## src/rtl/tcad_pkg.sv

```systemverilog
// Shared widths and bit positions for the TCAD CGRA host-side interface.
package tcad_pkg;

  localparam int unsigned SPM_INST   = 1;
  localparam int unsigned PE_INST    = 48;
  localparam int unsigned INIT_PE_A  = 9;
  localparam int unsigned H_C_W      = SPM_INST + INIT_PE_A + PE_INST;
  localparam int unsigned A_W        = 10;
  localparam int unsigned EX_BUS     = 2 + A_W + 32;
  localparam int unsigned EX_WEN_BIT = EX_BUS - 1;
  localparam int unsigned EX_REN_BIT = EX_BUS - 2;

endpackage

```

## src/rtl/delay_line.sv

```systemverilog
// Generic DEPTH-stage shift register with synchronous active-low clear.
module delay_line #(
  parameter int unsigned WIDTH = 1,
  parameter int unsigned DEPTH = 2
) (
  input  logic             clk_i,
  input  logic             clr_ni,
  input  logic [WIDTH-1:0] d_i,
  output logic [WIDTH-1:0] q_o
);

  logic [WIDTH-1:0] stage_d [DEPTH];
  logic [WIDTH-1:0] stage_q [DEPTH];

  always_comb begin
    stage_d[0] = d_i;
    for (int k = 1; k < DEPTH; k++) begin
      stage_d[k] = stage_q[k-1];
    end
  end

  always_ff @(posedge clk_i) begin
    if (!clr_ni) begin
      for (int k = 0; k < DEPTH; k++) begin
        stage_q[k] <= '0;
      end
    end else begin
      for (int k = 0; k < DEPTH; k++) begin
        stage_q[k] <= stage_d[k];
      end
    end
  end

  assign q_o = stage_q[DEPTH-1];

endmodule

```

## src/rtl/run_align_delay.sv

```systemverilog
// Aligns host-controller word and external bus to the CGRA array start edge.
// RUN_MASK_EN: when defined, the delayed run strobe masks bus wen/ren.
module run_align_delay
  import tcad_pkg::*;
#(
  parameter int unsigned HC_W  = H_C_W,
  parameter int unsigned A_W   = tcad_pkg::A_W,
  parameter int unsigned EX_W  = EX_BUS,
  parameter int unsigned DEPTH = 2
) (
  input  logic            clk,
  input  logic            rst,
  input  logic            run_i,
  input  logic [HC_W-1:0] host_controller_i,
  input  logic [EX_W-1:0] ex_bus_i,
  output logic [HC_W-1:0] host_controller,
  output logic [EX_W-1:0] ex_bus
);

  logic            run_in;
  logic            run_dly;
  logic [EX_W-1:0] bus_dly;
  logic            wen_out;
  logic            ren_out;

  // Only a clean 1 counts as a run; X/Z enters the pipe as 0.
  assign run_in = (run_i === 1'b1);

  delay_line #(
    .WIDTH(1),
    .DEPTH(DEPTH)
  ) u_run_dly (
    .clk_i (clk),
    .clr_ni(rst),
    .d_i   (run_in),
    .q_o   (run_dly)
  );

  delay_line #(
    .WIDTH(HC_W),
    .DEPTH(DEPTH)
  ) u_hc_dly (
    .clk_i (clk),
    .clr_ni(rst),
    .d_i   (host_controller_i),
    .q_o   (host_controller)
  );

  delay_line #(
    .WIDTH(EX_W),
    .DEPTH(DEPTH)
  ) u_bus_dly (
    .clk_i (clk),
    .clr_ni(rst),
    .d_i   (ex_bus_i),
    .q_o   (bus_dly)
  );

  always_comb begin
    wen_out = bus_dly[EX_W-1];
    ren_out = bus_dly[EX_W-2];
`ifdef RUN_MASK_EN
    if (run_dly) begin
      wen_out = 1'b0;
      ren_out = 1'b0;
    end
`endif
  end

`ifndef RUN_MASK_EN
  logic unused_run;
  assign unused_run = run_dly;
`endif

  assign ex_bus = {wen_out, ren_out, bus_dly[A_W+31:0]};

endmodule

```

## config.mk

```make
export PLATFORM = sky130hd
export DESIGN_NAME = run_align_delay
export DESIGN_NICKNAME = d
export VERILOG_FILES = /design/src/rtl/tcad_pkg.sv /design/src/rtl/delay_line.sv /design/src/rtl/run_align_delay.sv
export SDC_FILE = /design/constraint.sdc
export NUM_CORES = 1
export LEC_CHECK = 0
export ABC_AREA = 1
export BUFFER_PORTS_ARGS = -buffer_cell sky130_fd_sc_hd__buf_2
export CORE_ASPECT_RATIO = 1.2
export CORE_MARGIN = 2
export CORE_UTILIZATION = 52
export CTS_CLUSTER_SIZE = 28
export DETAILED_ROUTE_END_ITERATION = 8
export PLACE_DENSITY = 0.91
export SLEW_MARGIN = 40
export SYNTH_ARGS = -nofsm -noshare
export SYNTH_HDL_FRONTEND = slang
export SYNTH_SLANG_ARGS = --single-unit
export TNS_END_PERCENT = 100
```

## constraint.sdc

```tcl
create_clock -name clk -period 1.5 [get_ports clk]
set_input_delay 0.3 -clock clk [delete_from_list [all_inputs] [get_ports clk]]
set_output_delay 0.3 -clock clk [all_outputs]
set_load 0.02 [all_outputs]
```

[Yosys cells after proc, flatten, opt, wreduce, memory -nomap -nowiden]
Memories as Yosys holds them, arrays and structs flattened.
Index checks and enable logic that the tools add are counted.
Word-level totals
  flip-flop bits (word level): 0
  RAM bits: 204
  input bits: 105
  output and inout port bits: 102
  logic and storage cells: 12
  memories: 2
Memories
  u_hc_dly.stage_q: depth 2, bits a word 58, rd ports 2, clocked after memory_dff 0, wr ports 2, RTL line delay_line.sv:13  | logic [WIDTH-1:0] stage_q [DEPTH];
  u_bus_dly.stage_q: depth 2, bits a word 44, rd ports 2, clocked after memory_dff 0, wr ports 2, RTL line delay_line.sv:13
Operators by class
  muxes and demuxes: 6
  bitwise gates (word level): 4
Operators with widths (count)
  two-way mux 58 bit: 2
  two-way mux 44 bit: 2
  bitwise OR 1 bit: 4
  two-way mux 1 bit: 2

[Longest topological paths before layout]
  depth after elaboration: 2
  mapped depth: 5
  mapped depth without buffers: 2

[Modules after synthesis]
From an unflattened synthesis, not the netlist that was laid out.
Unflattened totals
  cell total of the unflattened synthesis: 635
  area total of the unflattened synthesis: 5814.3 um2
By module, submodules not included
  delay_line (u_hc_dly): times used 1, cells an instance 361, area an instance 3320.7 um2, seq. area each 2322.2 um2
  delay_line (u_bus_dly): times used 1, cells an instance 274, area an instance 2493.6 um2, seq. area each 1761.7 um2

[Worst setup path after synthesis]
OpenSTA, ideal clock, no wires.
  kind: input to register
  start: in rst
  end: mem u_hc_dly.stage_q[0][38] (netlist name)
  setup time: 108 ps
  data arrival time: 791 ps
  required time: 1392 ps
  path slack: 601 ps
  cell stages on the path: 5
  buffers on the path: 3
  cell sequence: buf_2 > buf_6 > buf_6 > nand2_1 > inv_2
RTL lines
  from (decl): RTL line run_align_delay.sv:12  | input logic rst,
  to (decl): RTL line delay_line.sv:13

==> impl_metrics.yaml <==
floorplan:
  rows: 42
  ioPinCount: 207
  design.die.area_mm2: 0.0121
  initial_util_pct: 53.0
  die-height_um: 120
  die_x_um: 101
  core_region_area_mm2: 0.0110
yosys:
  synth_common_cells: "dfxtp_1 (204), nand2_1 (204), inv_1 (184)"
  synth_fa_ha_area_share_pct: 0
  synthesized_area_fraction_occupied_by_ao_oa_aoi_and_oai_cells_pct: 0
  post_synth.cell_area_avg_um2: 9.17
  synth_largest_area_cell: "dfxtp_1"
  synth_top_family_by_area: "buffers and inverters"
  seq_area_frac_synth_pct: 70.2
  synth.net_count: 740
  post_synth_simple_gate_area_pct: 13.2
  ys_async_sr_fraction_pct: 0
  number_of_instances_in_the_synthesized_netlist: 635
  synth-edff-count: 0
  synth.yosys.warnings: 0
  post_synth_xor_area_fraction_pct: 0
  netlist_area_mm2: 0.00582
  synth.mux.area_fraction_pct: 0
  ys_types: 7
  synth_top_area_share_pct: 70.2
  synth_top_flop_cell: "dfxtp_1"
  yosys-top-cells-area: "dfxtp_1 (70%), nand2_1 (13%), inv_1 (12%)"
  synth-seq-cells: 204
detailed_routing:
  routed_wire_length_um: 10500
  drc: 0
  met3RoutedLength_um: 810
  met2RoutedLength_um: 5440
  drt.antenna.violating_nets: 0
  dr.pass1.iters: 4
  top_layer: "met4"
  routed_wire_length_per_instance_um: 10.7
  drt_iter0_markers: 107
  viasPerCell: 4.01
  met1_length_um: 3950
  detailroute.via_count: 3946
worst_hold_path:
  worstHoldPathType: "in -> reg"
clocking:
  cts_made_buffers: 19
  htree_levels: 1
  post_cts.repair.setup_buffers: 0
  postCtsResizedCells: 0
  cts_tree: "built"
  clk_latency_ps: 460
  clkSlewWorstSetupHoldPaths_ps: 60
  clock_sinks: 204
  cts.root.buffer_cell: "clkbuf_16"
  post_cts_hold_buffer_count: 0
  clock_path_buffers: 3
layout:
  fillerInstances: 863
  drive_gt1_share_pct: 30.2
  postLayoutCoreUtil_pct: 68.3
  n_antenna_cell: 0
  final_net_count: 948
  layout-area-overhead-vs-synth_pct: 28.8
grt:
  first_global_vias: 3876
  grt_start_max_net_pins: 44
  grt_overflow: 0
  grt_antenna_before_repair: 0
  grtUsageTotal_pct: 17.1
  global_route_wire_length_before_repair_um: 16600
setup_path:
  critPathMaxStageDelay_ps: 330
  slowest_stage: "dfxtp_1"
  critical_path_class: "reg -> out"
  worstPathRequired_ps: 1200
  critical_path.cell_chain: "buf_2"
  crit_path_max_fanout: 1
  worstPathBufferInverterCount: 1
  startpoint_type: "register"
  cp_data_arrival_time_ps: 950
  worst_path_dominant_cell_family: "flip-flops"
  critical_path.endpoint_type: "output port"
power_and_ir_drop:
  p_leak_nw: 5.00
  vdd_drop_max_uv: 918
  power.density_cell_area_mw_per_mm2: 1460
sta:
  max_freq_mhz: 801
  timing_worst_slew_pin_value_ps: 286
  fin_hold_ws_ps: 17.1
  period_share_pct: 83.3
  min_tclk_post_route_ps: 1250
  finalHoldViolCount: 0
  timing.setup.tns_ps: 0
  slew_violations: 0
  slew-limit-headroom_pct: 80.9
  final-setup-viol-count: 0
  grt_setup_unrepaired: "false"
  fin_worst_skew_ps: 13.4
run:
  cap_violations: 0
place:
  port_buffers: 205
  detailed_place_hpwl_um: 7480
  gpl_congestion: 0.776
run_status:
  status: "completed"
## power breakdown
part	internal [mW]	total, mW	switching [mW]	leakage, nW
combinational	0.273	0.693	0.420	3.01
clock	2.73	4.53	1.80	0.297
sequential	5.67	5.74	0.0615	1.69
total	8.67	11.0	2.29	5.00
## worst min-delay path, stage by stage
cell,delay (ps)
buf_2,70
nand2_1,40
inv_1,40
## registers in the layout, summed over array words and instances (netlist names)
name and cells:
u_hc_dly.stage_q 116, u_bus_dly.stage_q 88
## through the flow
stage,cells,setup WS (ps),total power [mW],instance area [µm²]
2_1_floorplan,635,601,6.27,5820
3_3_place_gp,954,493,6.51,6900
3_5_place_dp,954,468,6.55,6900
4_1_cts,983,229,11.1,7500
5_1_grt,983,213,11.4,7500
6_report,983,251,11.0,7500
## cell families after synthesis
kind of cell	count (synthesis)
DFF	204
buffers and inverters	227
and+or+nand+nor	204
## final timing paths
kind	from	to	slack [ps]	depth (start not counted)
worst max-delay path	u_bus_dly.stage_q[0][83]	ex_bus[39]	250	1
worst min-delay path	ex_bus_i[2]	u_bus_dly.stage_q[0][2]	20	3
worst max register to register	u_bus_dly.stage_q[0][23]	u_bus_dly.stage_q[0][67]	950	2
worst min register to register	u_hc_dly.stage_q[0][3]	u_hc_dly.stage_q[0][61]	400	2
## layout by cell type, fill, tap and decap left out
| cell | instances |
|---|---|
| buf_12 | 4 |
| buf_2 | 204 |
| buf_4 | 1 |
| buf_6 | 1 |
| bufinv_16 | 1 |
| clkbuf_1 | 2 |
| clkbuf_16 | 19 |
| clkbuf_8 | 5 |
| clkinv_2 | 1 |
| dfxtp_1 | 204 |
| inv_1 | 184 |
| inv_2 | 20 |
| inv_8 | 1 |
| nand2_1 | 204 |
## layout make-up
class / count / area [µm²] / area share [%]
multi-input combinational: 204 / 766 / 10.2
sequential: 204 / 4080 / 54.5
clock inverter: 3 / 46.3 / 0.617
timing repair buffer: 210 / 1120 / 14.9
tap: 132 / 165 / 2.20
clock buffer: 26 / 552 / 7.36
inverter: 204 / 766 / 10.2
## metal layers
layer / GRT usage (%) / vias up
li1: - / 2106
met1: 16.7 / 1688
met2: 32.5 / 131
met3: 5.42 / 21
met4: 6.76 / 0
met5: 0 / -
No activity file was read; power rests on OpenSTA's default activity.
